[config.mk]
export PLATFORM = sky130hd
export DESIGN_NAME = fetch_unit
export DESIGN_NICKNAME = d
export VERILOG_FILES = /design/src/rtl/mips_pkg.sv /design/src/rtl/next_pc_sel.sv /design/src/rtl/fetch_unit.sv
export SDC_FILE = /design/constraint.sdc
export NUM_CORES = 1
export LEC_CHECK = 0
export CAP_MARGIN = 0
export CORE_UTILIZATION = 37
export DETAILED_ROUTE_END_ITERATION = 8
export HOLD_SLACK_MARGIN = 0.06
export MAX_ROUTING_LAYER = met4
export PLACE_DENSITY = 0.79
export SLEW_MARGIN = 20
export SYNTH_ARGS = -nofsm -noshare
export SYNTH_HDL_FRONTEND = slang
export SYNTH_SLANG_ARGS = --single-unit
[constraint.sdc]
create_clock -name clk -period 3.55 [get_ports clk]
set_clock_uncertainty 0.2 [all_clocks]
set_input_delay 0.5325 -clock clk [delete_from_list [all_inputs] [get_ports clk]]
set_output_delay 0.5325 -clock clk [all_outputs]
set_load 0.005 [all_outputs]
[src/rtl/mips_pkg.sv]
// Shared types and encodings for the MIPS single-cycle core front end.
// Holds the fetch FSM states, main-decoder opcodes and Ne branch-kind codes.
package mips_pkg;

  typedef enum logic [1:0] {
    IDLE  = 2'd0,
    FETCH = 2'd1,
    EXEC  = 2'd2,
    HALT  = 2'd3
  } state_t;

  localparam logic [5:0] OP_RTYPE = 6'b000000;
  localparam logic [5:0] OP_LW    = 6'b100011;
  localparam logic [5:0] OP_SW    = 6'b101011;
  localparam logic [5:0] OP_BEQ   = 6'b000100;
  localparam logic [5:0] OP_BNE   = 6'b000101;
  localparam logic [5:0] OP_ADDI  = 6'b001000;
  localparam logic [5:0] OP_J     = 6'b000010;
  localparam logic [5:0] OP_HALT  = 6'b111111;

  localparam logic [1:0] NE_BEQ  = 2'b00;
  localparam logic [1:0] NE_BNE  = 2'b01;
  localparam logic [1:0] NE_JUMP = 2'b10;

  // Word offset is sign-extended then scaled to bytes; the add wraps mod 2^32.
  function automatic logic [31:0] branch_target(input logic [31:0] pc_plus4,
                                                input logic [15:0] imm);
    return pc_plus4 + {{14{imm[15]}}, imm, 2'b00};
  endfunction

endpackage

[src/rtl/next_pc_sel.sv]
// Next-PC selection: sequential, conditional branch (beq/bne) or absolute jump.
// Purely combinational; no handshake.
module next_pc_sel
  import mips_pkg::*;
(
  input  logic [31:0] pc_plus4,
  input  logic [31:0] instr,
  input  logic        branch,
  input  logic [1:0]  ne,
  input  logic        zero,
  output logic [31:0] next_pc
);

  always_comb begin
    next_pc = pc_plus4;
    if (branch) begin
      case (ne)
        NE_BEQ:  if (zero)  next_pc = branch_target(pc_plus4, instr[15:0]);
        NE_BNE:  if (!zero) next_pc = branch_target(pc_plus4, instr[15:0]);
        NE_JUMP: next_pc = {pc_plus4[31:28], instr[25:0], 2'b00};
        default: next_pc = pc_plus4;
      endcase
    end
  end

endmodule

[src/rtl/fetch_unit.sv]
// Instruction fetch: owns the PC, fetches over req/ack, holds the word through EXEC.
// Two cycles per instruction minimum; ack delay and stall each add a cycle.
module fetch_unit
  import mips_pkg::*;
#(
  parameter logic [31:0] RESET_PC = 32'h0000_0000
) (
  input  logic        clk,
  input  logic        rst_n,
  output logic        imem_req,
  output logic [31:0] imem_addr,
  input  logic        imem_ack,
  input  logic [31:0] imem_rdata,
  input  logic        stall,
  input  logic        branch,
  input  logic [1:0]  ne,
  input  logic        zero,
  output logic [31:0] instr,
  output logic [5:0]  opcode,
  output logic        instr_valid,
  output logic [31:0] pc,
  output logic [31:0] pc_plus4,
  output logic        halted
);

  state_t      r_state;
  logic [31:0] r_pc;
  logic [31:0] r_instr;
  logic        r_halted;
  logic [31:0] w_pc_plus4;
  logic [31:0] w_next_pc;

  assign w_pc_plus4 = r_pc + 32'd4;

  next_pc_sel u_next_pc_sel (
    .pc_plus4 (w_pc_plus4),
    .instr    (r_instr),
    .branch   (branch),
    .ne       (ne),
    .zero     (zero),
    .next_pc  (w_next_pc)
  );

  always_ff @(posedge clk or negedge rst_n) begin
    if (!rst_n) begin
      r_state  <= IDLE;
      r_pc     <= RESET_PC;
      r_instr  <= 32'h0;
      r_halted <= 1'b0;
    end else begin
      case (r_state)
        IDLE: r_state <= FETCH;
        FETCH: begin
          if (imem_ack) begin
            r_instr <= imem_rdata;
            r_state <= EXEC;
          end
        end
        EXEC: begin
          if (!stall) begin
            // Halt leaves pc pointing at the halt word itself.
            if (r_instr[31:26] == OP_HALT) begin
              r_halted <= 1'b1;
              r_state  <= HALT;
            end else begin
              r_pc    <= w_next_pc;
              r_state <= FETCH;
            end
          end
        end
        HALT:    r_state <= HALT;
        default: r_state <= IDLE;
      endcase
    end
  end

  assign imem_req    = (r_state == FETCH);
  assign imem_addr   = r_pc;
  assign instr_valid = (r_state == EXEC);
  assign instr       = r_instr;
  assign opcode      = r_instr[31:26];
  assign pc          = r_pc;
  assign pc_plus4    = w_pc_plus4;
  assign halted      = r_halted;

endmodule

==> flow_summary.yaml, run 1 <==
outcome:
  status: "finished with violations"
  violations: "setup timing"
timing:
  clock.fmax_ghz: 0.265
  final.setup.tns_ns: -1.04
  finalWorstSetupSlack_ns: -0.225
  maxSlewHeadroom_pct: 41.8
  worst_slew_pin_slew_ns: 0.873
  min_period_ns: 3.77
  setup_viol_count_final: 8
  fin_crit_sh_pct: 106
  finalHoldViolations: 0
  slew_violations: 0
  rsz0062_at_grt: "true"
layout:
  syn_to_final_growth_pct: 64.7
  mostFrequentLayoutCells: "clkdlybuf4s50_1, buf_4, dfrtp_1, nand2_1, mux2_2"
  layout_commonest_cell: "clkdlybuf4s50_1"
  fillers: 1115
  drive_above_1_share_pct: 31.5
  layout.nets: 908
  n_antenna_cell: 0
synth:
  yosys.area.top_type_share_pct: 31.0
  ys_top_cells_by_area: "dfrtp_1, ha_1, mux2_2, buf_4, xnor2_1"
  netlist_instances: 582
  synth_seq_area_share_pct: 31.0
  synthDistinctLibCells: 65
  ys_seq_elements: 65
  avgSynthCellArea_um2: 9.02
  yosysTopAreaCell: "dfrtp_1"
  synth_ff_type: "dfrtp_1"
  ys.warnings.count: 0
  synth-edff-count: 0
  syn_area_um2: 5250
  async_flop_share_pct: 100
critical_path:
  reg2reg_slack_ns: -0.22
  r2r_cells: 17
  crit_fanout: 5
  crit_start: "imem_addr[2]"
  crit_path_end: "imem_addr[31]"
  worstSetupPathType: "reg2reg"
  cp.required_ns: 3.61
  r2r_start: "imem_addr[2]"
  setup.worst_path.start_class: "register"
  timing.rr.end: "imem_addr[31]"
  cp-end-kind: "register"
  arrival_ns: 3.83
global_routing:
  overflow: 0
  grt_max_degree: 37
  first_global_vias: 5463
  antenna_found_initial: 0
  grt_pass1_wl_um: 27900
  grt_util_all_layers_pct: 25.3
min_path:
  worstHoldPathType: "in2async"
route:
  met2_length_um: 9200
  viasPerCell: 5.53
  first_pass_iters: 6
  drc_errors: 0
  drt-total-wl_um: 18700
  via_count: 5631
  wl_met3_um: 1520
  ant_nets: 0
  drt-wirelength-per-cell_um: 18.4
  wl_met1_um: 7400
  drt_iter0_drc: 481
  highest_layer: "met4"
power_and_ir_drop:
  p_leak_nw: 3.85
  fin_total_pwr_mw: 8.59
  pwr_density_cell_nw_per_um2: 993
  peakVddDrop_v: 0.000499
place:
  pre_cts_ws_ns: -0.196
  port_buffers: 170
  place_hpwl_um: 13200
  place_congestion: 0.933
floorplanning:
  die_w_um: 121
  core_area_um2: 13900
  placementRows: 43
  io_pins: 177
  dieArea_um2: 14700
  die-height_um: 121
  start_util_pct: 37.8
run:
  drv_cap: 0
clock_network:
  cts_buffers: 9
  insertion_delay_ns: 0.34
  cts_tree: "built"
  cts_hold_buf: 0
  cts_root_buffer: "clkbuf_16"
  htreeDepth: 3
  clock-sinks: 65
  path_clk_slew_ns: 0.06
  clk_path_buf_depth: 2
worst min path at each step:
stage	cells past startpoint	from	to	slack (ns)
2_1_floorplan	0	rst_n	halted	0.04
3_3_place_gp	1	halted	halted	0.24
3_5_place_dp	1	halted	halted	0.25
4_1_cts	1	rst_n	imem_addr[7]	0.13
5_1_grt	1	rst_n	imem_addr[2]	0.18
6_report	1	rst_n	imem_addr[10]	0.11
through the flow:
stage / area, um^2 / hold slack [ns] / cells / utilization [%]
floorplan: 5390 / 0.0369 / 587 / -
global placement: 7670 / 0.241 / 974 / 55.3
detailed placement: 7670 / 0.249 / 974 / 55.3
CTS: 8130 / 0.131 / 994 / 58.6
global route: 8650 / 0.176 / 1018 / 62.3
finish: 8650 / 0.114 / 1018 / 62.3
cell families (layout without fill, tap and decap cells):
| group | Yosys count | in the layout | share of synthesized area (%) |
|---|---|---|---|
| AO/OA/AOI/OAI | 157 | 157 | 20.6 |
| XOR/XNOR | 54 | 54 | 9.01 |
| adder cells (fa/ha/maj) | 35 | 35 | 8.49 |
| buffers and inverters | 79 | 330 | 8.87 |
| flip-flops | 65 | 65 | 31.0 |
| multiplexers | 35 | 35 | 7.46 |
| other | 1 | 6 | 0.0714 |
| AND/OR/NAND/NOR | 156 | 156 | 14.5 |
final cells by class:
cell class                 instances  area, um^2  share of cell area [%]
multi-input combinational        443        3720                    43.0
timing repair buffer             300        2700                    31.2
sequential                        65        1630                    18.8
clock buffer                      14         264                    3.05
tap                              180         225                    2.60
clock inverter                     2        60.1                   0.695
inverter                          14        52.6                   0.608
synth_stat cells, drive strengths merged (14+ instances only):
cell type	number
mux2	33
nand3	16
nor2	30
a222oi	14
xor2	20
xnor2	34
o21ai	44
dfrtp	65
clkbuf	20
a21o	16
inv	14
a21oi	36
buf	45
ha	34
nand2	57
metal layers:
metal,up-vias,GRT usage [%]
met5,-,-
met4,0,10.6
met3,45,4.93
met2,288,40.7
met1,2710,31.0
li1,2588,-
power by group:
group	total (mW)	internal (mW)	switching [mW]
clock	0.984	0.654	0.330
sequential	1.51	1.08	0.433
combinational	6.10	3.41	2.68
total	8.59	5.14	3.45
state kept, by name, indices dropped and copies added, names as in the netlist:
name / cells
halted: 1
instr: 32
imem_addr: 30
r_state: 2
worst max-delay path, stage by stage, from the launching register on:
cell and delay [ns]:
dfrtp_1 0.37, ha_2 0.18, and3_4 0.18, and2_4 0.15, and3_4 0.27, nand3_4 0.10
xnor2_2 0.18, ha_4 0.30, nand4_1 0.15, nor4_2 0.32, nand3_1 0.13, o211ai_1 0.15
buf_4 0.17, o31ai_4 0.06, o31a_1 0.33, a21oi_2 0.12, nand4b_1 0.14, xor2_1 0.18
repair_timing:
item / 4_1_cts / 5_1_grt
pin swaps: 19 / 40
setup endpoints to repair: 11 / 25
resized for setup: 22 / 65
endpoints found under the hold margin: 0 / 0
buffers inserted: 4 / 24
(Power assumes the default switching activity.)
==> run 2: changes to the inputs <==
--- a/config.mk
+++ b/config.mk
@@ -11,7 +11,7 @@
 export HOLD_SLACK_MARGIN = 0.06
 export MAX_ROUTING_LAYER = met4
 export PLACE_DENSITY = 0.79
-export SLEW_MARGIN = 20
+export SLEW_MARGIN = 10
 export SYNTH_ARGS = -nofsm -noshare
 export SYNTH_HDL_FRONTEND = slang
 export SYNTH_SLANG_ARGS = --single-unit
==> results of run 2 <==
The final DEF is identical to that of run 1; final timing and power are the same.
